## src/rtl/spi_ram_pkg.sv

```systemverilog
// rtl/spi_ram_pkg.sv - command encodings and word layout shared by spi_ram, the SPI slave and benches
package spi_ram_pkg;

    localparam int WORD_W = 10;
    localparam int DATA_W = 8;

    typedef enum logic [1:0] {
        CMD_WR_ADDR = 2'b00,
        CMD_WR_DATA = 2'b01,
        CMD_RD_ADDR = 2'b10,
        CMD_RD_DATA = 2'b11
    } spi_ram_cmd_e;

endpackage

```

## src/rtl/spi_ram_array.sv

```systemverilog
// rtl/spi_ram_array.sv - single-port byte storage, synchronous write, registered read
//
// Ports:
//   clk    system clock
//   we     write enable; wdata stored at waddr on the rising edge
//   waddr  write address (caller guarantees waddr < MEM_DEPTH when we is high)
//   wdata  write byte
//   re     read enable; rdata loads mem[raddr] on the rising edge, holds otherwise
//   raddr  read address (caller guarantees raddr < MEM_DEPTH when re is high)
//   rdata  registered read byte
module spi_ram_array
    import spi_ram_pkg::*;
#(
    parameter int MEM_DEPTH = 256,
    parameter int ADDR_SIZE = 8
) (
    input  logic                 clk,
    input  logic                 we,
    input  logic [ADDR_SIZE-1:0] waddr,
    input  logic [DATA_W-1:0]    wdata,
    input  logic                 re,
    input  logic [ADDR_SIZE-1:0] raddr,
    output logic [DATA_W-1:0]    rdata
);

    localparam int IDX_W = (MEM_DEPTH > 1) ? $clog2(MEM_DEPTH) : 1;

    // No reset on the array so it maps onto block RAM.
    logic [DATA_W-1:0] mem [MEM_DEPTH];

    always_ff @(posedge clk) begin
        if (we) begin
            mem[IDX_W'(waddr)] <= wdata;
        end
        if (re) begin
            rdata <= mem[IDX_W'(raddr)];
        end
    end

endmodule

```

## src/rtl/spi_ram.sv

```systemverilog
// rtl/spi_ram.sv - command-driven byte RAM behind the SPI slave
//
// Ports:
//   clk       system clock
//   rst_n     asynchronous active-low reset (pointers and pulses only; storage kept)
//   din       10-bit word from SPI slave: [9:8] command, [7:0] payload
//   rx_valid  one-cycle qualifier for din
//   dout      read byte returned to the SPI slave
//   tx_valid  one-cycle qualifier for dout, one cycle after an RD_DATA word
//   addr_err  one-cycle pulse on a data access at or beyond MEM_DEPTH
module spi_ram
    import spi_ram_pkg::*;
#(
    parameter int MEM_DEPTH = 256,
    parameter int ADDR_SIZE = 8,
    parameter int AUTO_INC  = 0
) (
    input  logic              clk,
    input  logic              rst_n,
    input  logic [WORD_W-1:0] din,
    input  logic              rx_valid,
    output logic [DATA_W-1:0] dout,
    output logic              tx_valid,
    output logic              addr_err
);

    localparam logic [ADDR_SIZE-1:0] LAST_ADDR = ADDR_SIZE'(MEM_DEPTH - 1);

    spi_ram_cmd_e          cmd;
    logic [ADDR_SIZE-1:0]  payload_addr;
    logic [ADDR_SIZE-1:0]  wr_addr;
    logic [ADDR_SIZE-1:0]  rd_addr;
    logic                  wr_ok;
    logic                  rd_ok;
    logic                  mem_we;
    logic                  mem_re;
    logic [DATA_W-1:0]     mem_rdata;
    // Forces dout to zero after reset and after an out-of-range read, so the
    // array's read register never needs a reset of its own.
    logic                  rd_zero;

    assign cmd          = spi_ram_cmd_e'(din[9:8]);
    assign payload_addr = ADDR_SIZE'(din[7:0]);

    // Every pointer value is legal when the storage spans the whole address
    // space, so the comparator only exists for short memories.
    generate
        if (MEM_DEPTH < (1 << ADDR_SIZE)) begin : g_range_check
            assign wr_ok = (32'(wr_addr) < MEM_DEPTH);
            assign rd_ok = (32'(rd_addr) < MEM_DEPTH);
        end else begin : g_no_range_check
            assign wr_ok = 1'b1;
            assign rd_ok = 1'b1;
        end
    endgenerate

    function automatic logic [ADDR_SIZE-1:0] next_ptr(input logic [ADDR_SIZE-1:0] ptr);
        return (ptr == LAST_ADDR) ? '0 : ptr + ADDR_SIZE'(1);
    endfunction

    assign mem_we = rx_valid && (cmd == CMD_WR_DATA) && wr_ok;
    assign mem_re = rx_valid && (cmd == CMD_RD_DATA) && rd_ok;

    always_ff @(posedge clk or negedge rst_n) begin
        if (!rst_n) begin
            wr_addr  <= '0;
            rd_addr  <= '0;
            tx_valid <= 1'b0;
            addr_err <= 1'b0;
            rd_zero  <= 1'b1;
        end else begin
            tx_valid <= 1'b0;
            addr_err <= 1'b0;
            if (rx_valid) begin
                case (cmd)
                    CMD_WR_ADDR: wr_addr <= payload_addr;
                    CMD_WR_DATA: begin
                        addr_err <= !wr_ok;
                        if (AUTO_INC != 0) begin
                            wr_addr <= next_ptr(wr_addr);
                        end
                    end
                    CMD_RD_ADDR: rd_addr <= payload_addr;
                    CMD_RD_DATA: begin
                        tx_valid <= 1'b1;
                        addr_err <= !rd_ok;
                        rd_zero  <= !rd_ok;
                        if (AUTO_INC != 0) begin
                            rd_addr <= next_ptr(rd_addr);
                        end
                    end
                    default: ;
                endcase
            end
        end
    end

    spi_ram_array #(
        .MEM_DEPTH (MEM_DEPTH),
        .ADDR_SIZE (ADDR_SIZE)
    ) u_array (
        .clk   (clk),
        .we    (mem_we),
        .waddr (wr_addr),
        .wdata (din[7:0]),
        .re    (mem_re),
        .raddr (rd_addr),
        .rdata (mem_rdata)
    );

    assign dout = rd_zero ? '0 : mem_rdata;

endmodule

```

## config.mk

```make
export PLATFORM = sky130hd
export DESIGN_NAME = spi_ram
export DESIGN_NICKNAME = d
export VERILOG_FILES = /design/src/rtl/spi_ram_pkg.sv /design/src/rtl/spi_ram_array.sv /design/src/rtl/spi_ram.sv
export SDC_FILE = /design/constraint.sdc
export NUM_CORES = 2
export LEC_CHECK = 0
export ABC_AREA = 1
export CORE_MARGIN = 2
export CORE_UTILIZATION = 30
export CTS_CLUSTER_SIZE = 20
export DETAILED_ROUTE_END_ITERATION = 8
export PLACE_DENSITY = 0.4
export SLEW_MARGIN = 20
export SYNTH_ARGS = -nofsm -noshare
export SYNTH_HDL_FRONTEND = slang
export SYNTH_SLANG_ARGS = --single-unit
```

## constraint.sdc

```tcl
create_clock -name clk -period 4 [get_ports clk]
set_input_delay 0.8 -clock clk [delete_from_list [all_inputs] [get_ports clk]]
set_output_delay 0.8 -clock clk [all_outputs]
set_load 0.02 [all_outputs]
```

; ---- Yosys cells after proc, flatten, opt, wreduce, memory -nomap -nowiden
; Memories as Yosys holds them, arrays and structs flattened. A register that Yosys moved wholly into a read port is not among the register bits.
; Cells that the tools add are included.
[word_totals]
regBits = 18
ram_bits = 2048
input_bits = 13
out_inout_bits = 10
word_cells = 19
mem_count = 1
[op_classes]
eq_ne = 3
n_mux = 5
reduce_logical = 6
[memory_table]
columns = memory, words, word_bits, read_ports, rd_ports_with_merged_regs, wr, line
row1 = u_array.mem, 256, 8, 1, 1, 1, spi_ram_array.sv:29  ; logic [DATA_W-1:0] mem [MEM_DEPTH];
[op_table]
columns = op, n
row1 = $mux W8, 1
row2 = $reduce_and A2 Y1, 3
row3 = $eq A2 B2 Y1 const B, 2
row4 = $mux W1, 4
row5 = $eq A2 B1 Y1 const B, 1
row6 = $logic_and A1 B1 Y1, 2
row7 = $logic_not A2 Y1, 1

; ---- Longest topological paths before layout
[logic_depth]
ltp_word = 4
mapped_depth = 15
mapped_depth_nobuf = 11

; ---- Cells and area by module
; From an unflattened synthesis, not the netlist that was laid out.
[unflattened]
cells_unflattened = 7102
hier_area_um2 = 84333.4
[modules_own_cells]
columns = module, instances, cells_per_inst, area_each_um2, seq_area_each_um2
row1 = spi_ram_array, 1, 7003, 83476.3, 61739.2
row2 = spi_ram, 1, 99, 857.1, 451.7

; ---- Worst setup path after synthesis
; No wires, ideal clock.
[synth_path]
kind = in2reg
start = in rx_valid
end = mem u_array.mem[185][0] (enable)
setup_ns = 0.370
arrival_ns = 2.160
required_time_ns = 3.630
path_slack_ns = 1.470
cell_stages = 6
path_buffers = 2
cell_sequence = nand2_1 nor2_2 clkbuf_1 nand2_1 clkbuf_1 nor2_1
[synth_between]
elab_chain_cells = 3
[synth_rtl]
columns = element, line
row1 = "start, declared", spi_ram.sv:21  ; input logic rx_valid,
row2 = $logic_and A1 B1 Y1, spi_ram.sv:61  ; assign mem_we = rx_valid && (cmd == CMD_WR_DATA) && wr_ok;
row3 = $mux W1, spi_ram_array.sv:32  ; if (we) begin
row4 = $mux W1 (not written as such), spi_ram_array.sv:33  ; mem[IDX_W'(waddr)] <= wdata;
row5 = "end, declared", spi_ram_array.sv:29
; No other way between the ends.

; ---- Worst setup path after layout
[layout_path]
start = reg rd_zero
end = out dout[0]
[layout_between]
elab_chain_cells = 1
[layout_rtl]
columns = element, line
row1 = "start, declared", spi_ram.sv:40  ; logic rd_zero;
row2 = "start signal, assigned", spi_ram.sv:87  ; rd_zero <= !rd_ok;
row3 = $mux W8, spi_ram.sv:111  ; assign dout = rd_zero ? '0 : mem_rdata;
row4 = "end, declared", spi_ram.sv:22  ; output logic [DATA_W-1:0] dout,
; No other way between the ends.

==> flow_summary.json <==
{
  "status": "completed",
  "nNetsFinal": 7325,
  "wirelength_um": 272900,
  "finalHoldViolations": 0,
  "globalRoute.totalOverflow": 0,
  "route.vias.total": 54910,
  "timing.max_slew.rel_slack_pct": 29.80,
  "share_of_the_cycle_needed_by_the_critical_path_after_routing_pct": 88.21,
  "routed_len_inst_um": 24.30,
  "tritoncts": "done",
  "synth_sequential_area_ratio_pct": 73.92,
  "die_w_um": 533.6,
  "r2r.worst_path.cells": 14,
  "ports": 23,
  "crit_required_ps": 3200,
  "wire_length_of_the_first_global_routing_pass_um": 393700,
  "antenna_found_initial": 9,
  "ys_types": 18,
  "portBuffers": 21,
  "ys.warnings.count": 0,
  "timing.critical_path.fanout_max": 9,
  "vdd_ir_drop_max_uv": 410.7,
  "r2r_setup_slack_ps": 760,
  "cts_setup_buffers": 0,
  "cp-end-kind": "output pin",
  "clock_insertion_delay_worst_skew_ps": 900,
  "groute.usage.overall_pct": 18.77,
  "synth-seq-cells": 2074,
  "drt-initial-drc-count": 4749,
  "synthesis.instances": 7089,
  "detailed_place_hpwl_um": 160600,
  "ctsLongestPathBuffers": 4,
  "die-area_um2": 284700,
  "tightest_slew_ps": 1053,
  "timing.fmax_mhz": 283.4,
  "timing.setup.critical_path_class": "reg2out",
  "largest_net_degree_at_the_start_of_global_routing": 125,
  "post_route_skew_ps": 57.16,
  "cts-root-buf": "clkbuf_16",
  "synth_nets": 7102,
  "detail_route.drc_violations": 0,
  "die-height_um": 533.6,
  "number_of_global_route_vias_before_repair": 54470,
  "synth.avg_cell_area_um2": 11.87,
  "first_pass_iters": 6,
  "area_growth_pct": 16.88,
  "power_density_nw_per_um2": 536.5,
  "layout.cells.most_common": "nand2_1",
  "holdCritPathClass": "in2async",
  "core_region_area_um2": 279100,
  "starting_density_of_the_core_pct": 30.14,
  "ant_nets": 0,
  "slew_viol_final": 0,
  "power.leakage_nw": 34.23,
  "sum_of_negative_setup_slack_ps": 0,
  "ctsHtreeMaxLevel": 4,
  "drt-vias-per-instance": 4.890,
  "max_cap_viol_count": 0,
  "timing.critical_path.arrival_ps": 2730,
  "grt_setup_unrepaired": "false",
  "setup.worst_path.start_class": "register",
  "cts.reportedPaths.clkPinSlew_ps": 60,
  "cts_repair_resize_count": 0,
  "drive_gt1_share_pct": 10.56,
  "worst_r2r_endpoint": "u_array.rdata[2]$_DFFE_PP_",
  "placementRows": 194,
  "mostFrequentLayoutCells": "nand2_1, edfxtp_1, nand3_1, buf_4, nor2_1",
  "final_core_utilization_pct": 35.23,
  "tritoncts_num_sinks": 2074,
  "total_cts_buffers": 235,
  "cts.hold.buffers_added": 0,
  "dpl-instance-area_um2": 91010,
  "timing.final.crit_period_ps": 3528,
  "gp_congestion": 0.8013,
  "fin_area_um2": 98330,
  "synthesis.area_um2": 84140,
  "totalPowerFinal_w": 0.05275,
  "timing.rr.start": "rd_addr[0]$_DFFE_PN0P_",
  "setup-violations-final": 0
}
flip-flops by register name, indices dropped and copies added (netlist names):
| register | flops |
|---|---|
| u_array.rdata | 8 |
| rd_addr | 8 |
| tx_valid | 1 |
| u_array.mem | 2048 |
| wr_addr | 8 |
| rd_zero | 1 |
critical path, cell delays in order (launching register included):
cell	delay, ps
dfstp_2	510
nor2_1	580
clkdlybuf4s50_1	750
routing by layer:
layer	share of wire, %	vias up	wire, um	GRT usage, %
met4	3.0	0	8121	5.792
met5	0	-	0	0
li1	-	25600	-	-
met1	45	27590	123200	25.84
met3	4.7	355	12710	2.553
met2	47	1369	128800	30.68
per-stage QoR:
stage               setup slack [ps]  hold slack (ps)  std cells
floorplan                       1470            495.9       7089
global placement               434.9            522.4      10800
detailed placement             506.2            535.4      10800
CTS                            393.8            223.7      11230
global route                   425.0            291.1      11230
finish                         471.6            269.3      11230
worst max-delay path by stage:
stage                         from                            end  depth (start not counted)
6_report       rd_zero$_DFFE_PN1P_                        dout[0]                          2
5_1_grt        rd_zero$_DFFE_PN1P_                        dout[0]                          2
4_1_cts        rd_zero$_DFFE_PN1P_                        dout[0]                          2
3_5_place_dp              rx_valid  u_array.mem[117][6]$_DFFE_PP_                          6
3_3_place_gp              rx_valid   u_array.mem[26][7]$_DFFE_PP_                          6
2_1_floorplan             rx_valid  u_array.mem[185][0]$_DFFE_PP_                          6
kinds of logic (layout without fill, tap and decap cells):
logic type	after synthesis	after routing	synth area share (%)
AND/OR/NAND/NOR	4454	4454	22.88
flip-flops	2074	2074	73.92
buffers and inverters	543	956	3.099
other	1	3	0.004457
AO/OA/AOI/OAI	17	17	0.1011
cells in the mapped netlist:
master | count | share of area [%]
nand3_1 | 2020 | 12
inv_4 | 1 | 0.0074
edfxtp_1 | 2056 | 73
clkinv_1 | 1 | 0.0045
nand2_1 | 2141 | 9.6
buf_6 | 11 | 0.15
conb_1 | 1 | 0.0045
buf_1 | 45 | 0.20
dfrtp_1 | 17 | 0.51
o21ai_0 | 17 | 0.10
clkbuf_1 | 114 | 0.51
inv_2 | 2 | 0.0089
dfstp_2 | 1 | 0.031
buf_2 | 279 | 1.7
nor2_1 | 292 | 1.3
inv_1 | 54 | 0.24
buf_4 | 36 | 0.32
nor2_2 | 1 | 0.0074
final cells by class:
type | instances | area, um^2
clock buffers | 300 | 6187
fillers | 27550 | 180800
repair buffers | 471 | 4504
well taps | 3724 | 4659
clock inverters | 127 | 1136
diodes | 2 | 5.005
inverters | 58 | 254.0
multi-input cells | 4472 | 19380
flip-flops and latches | 2074 | 62210
report_power, final:
part | switching [W] | total, W | internal, W | leakage, nW
sequential | 0.0000794 | 0.0240 | 0.0240 | 18.7
clock | 0.00875 | 0.0209 | 0.0122 | 3.57
combinational | 0.00576 | 0.00779 | 0.00203 | 12.0
total | 0.0146 | 0.0528 | 0.0382 | 34.2
No activity file was read; power rests on OpenSTA's default activity.
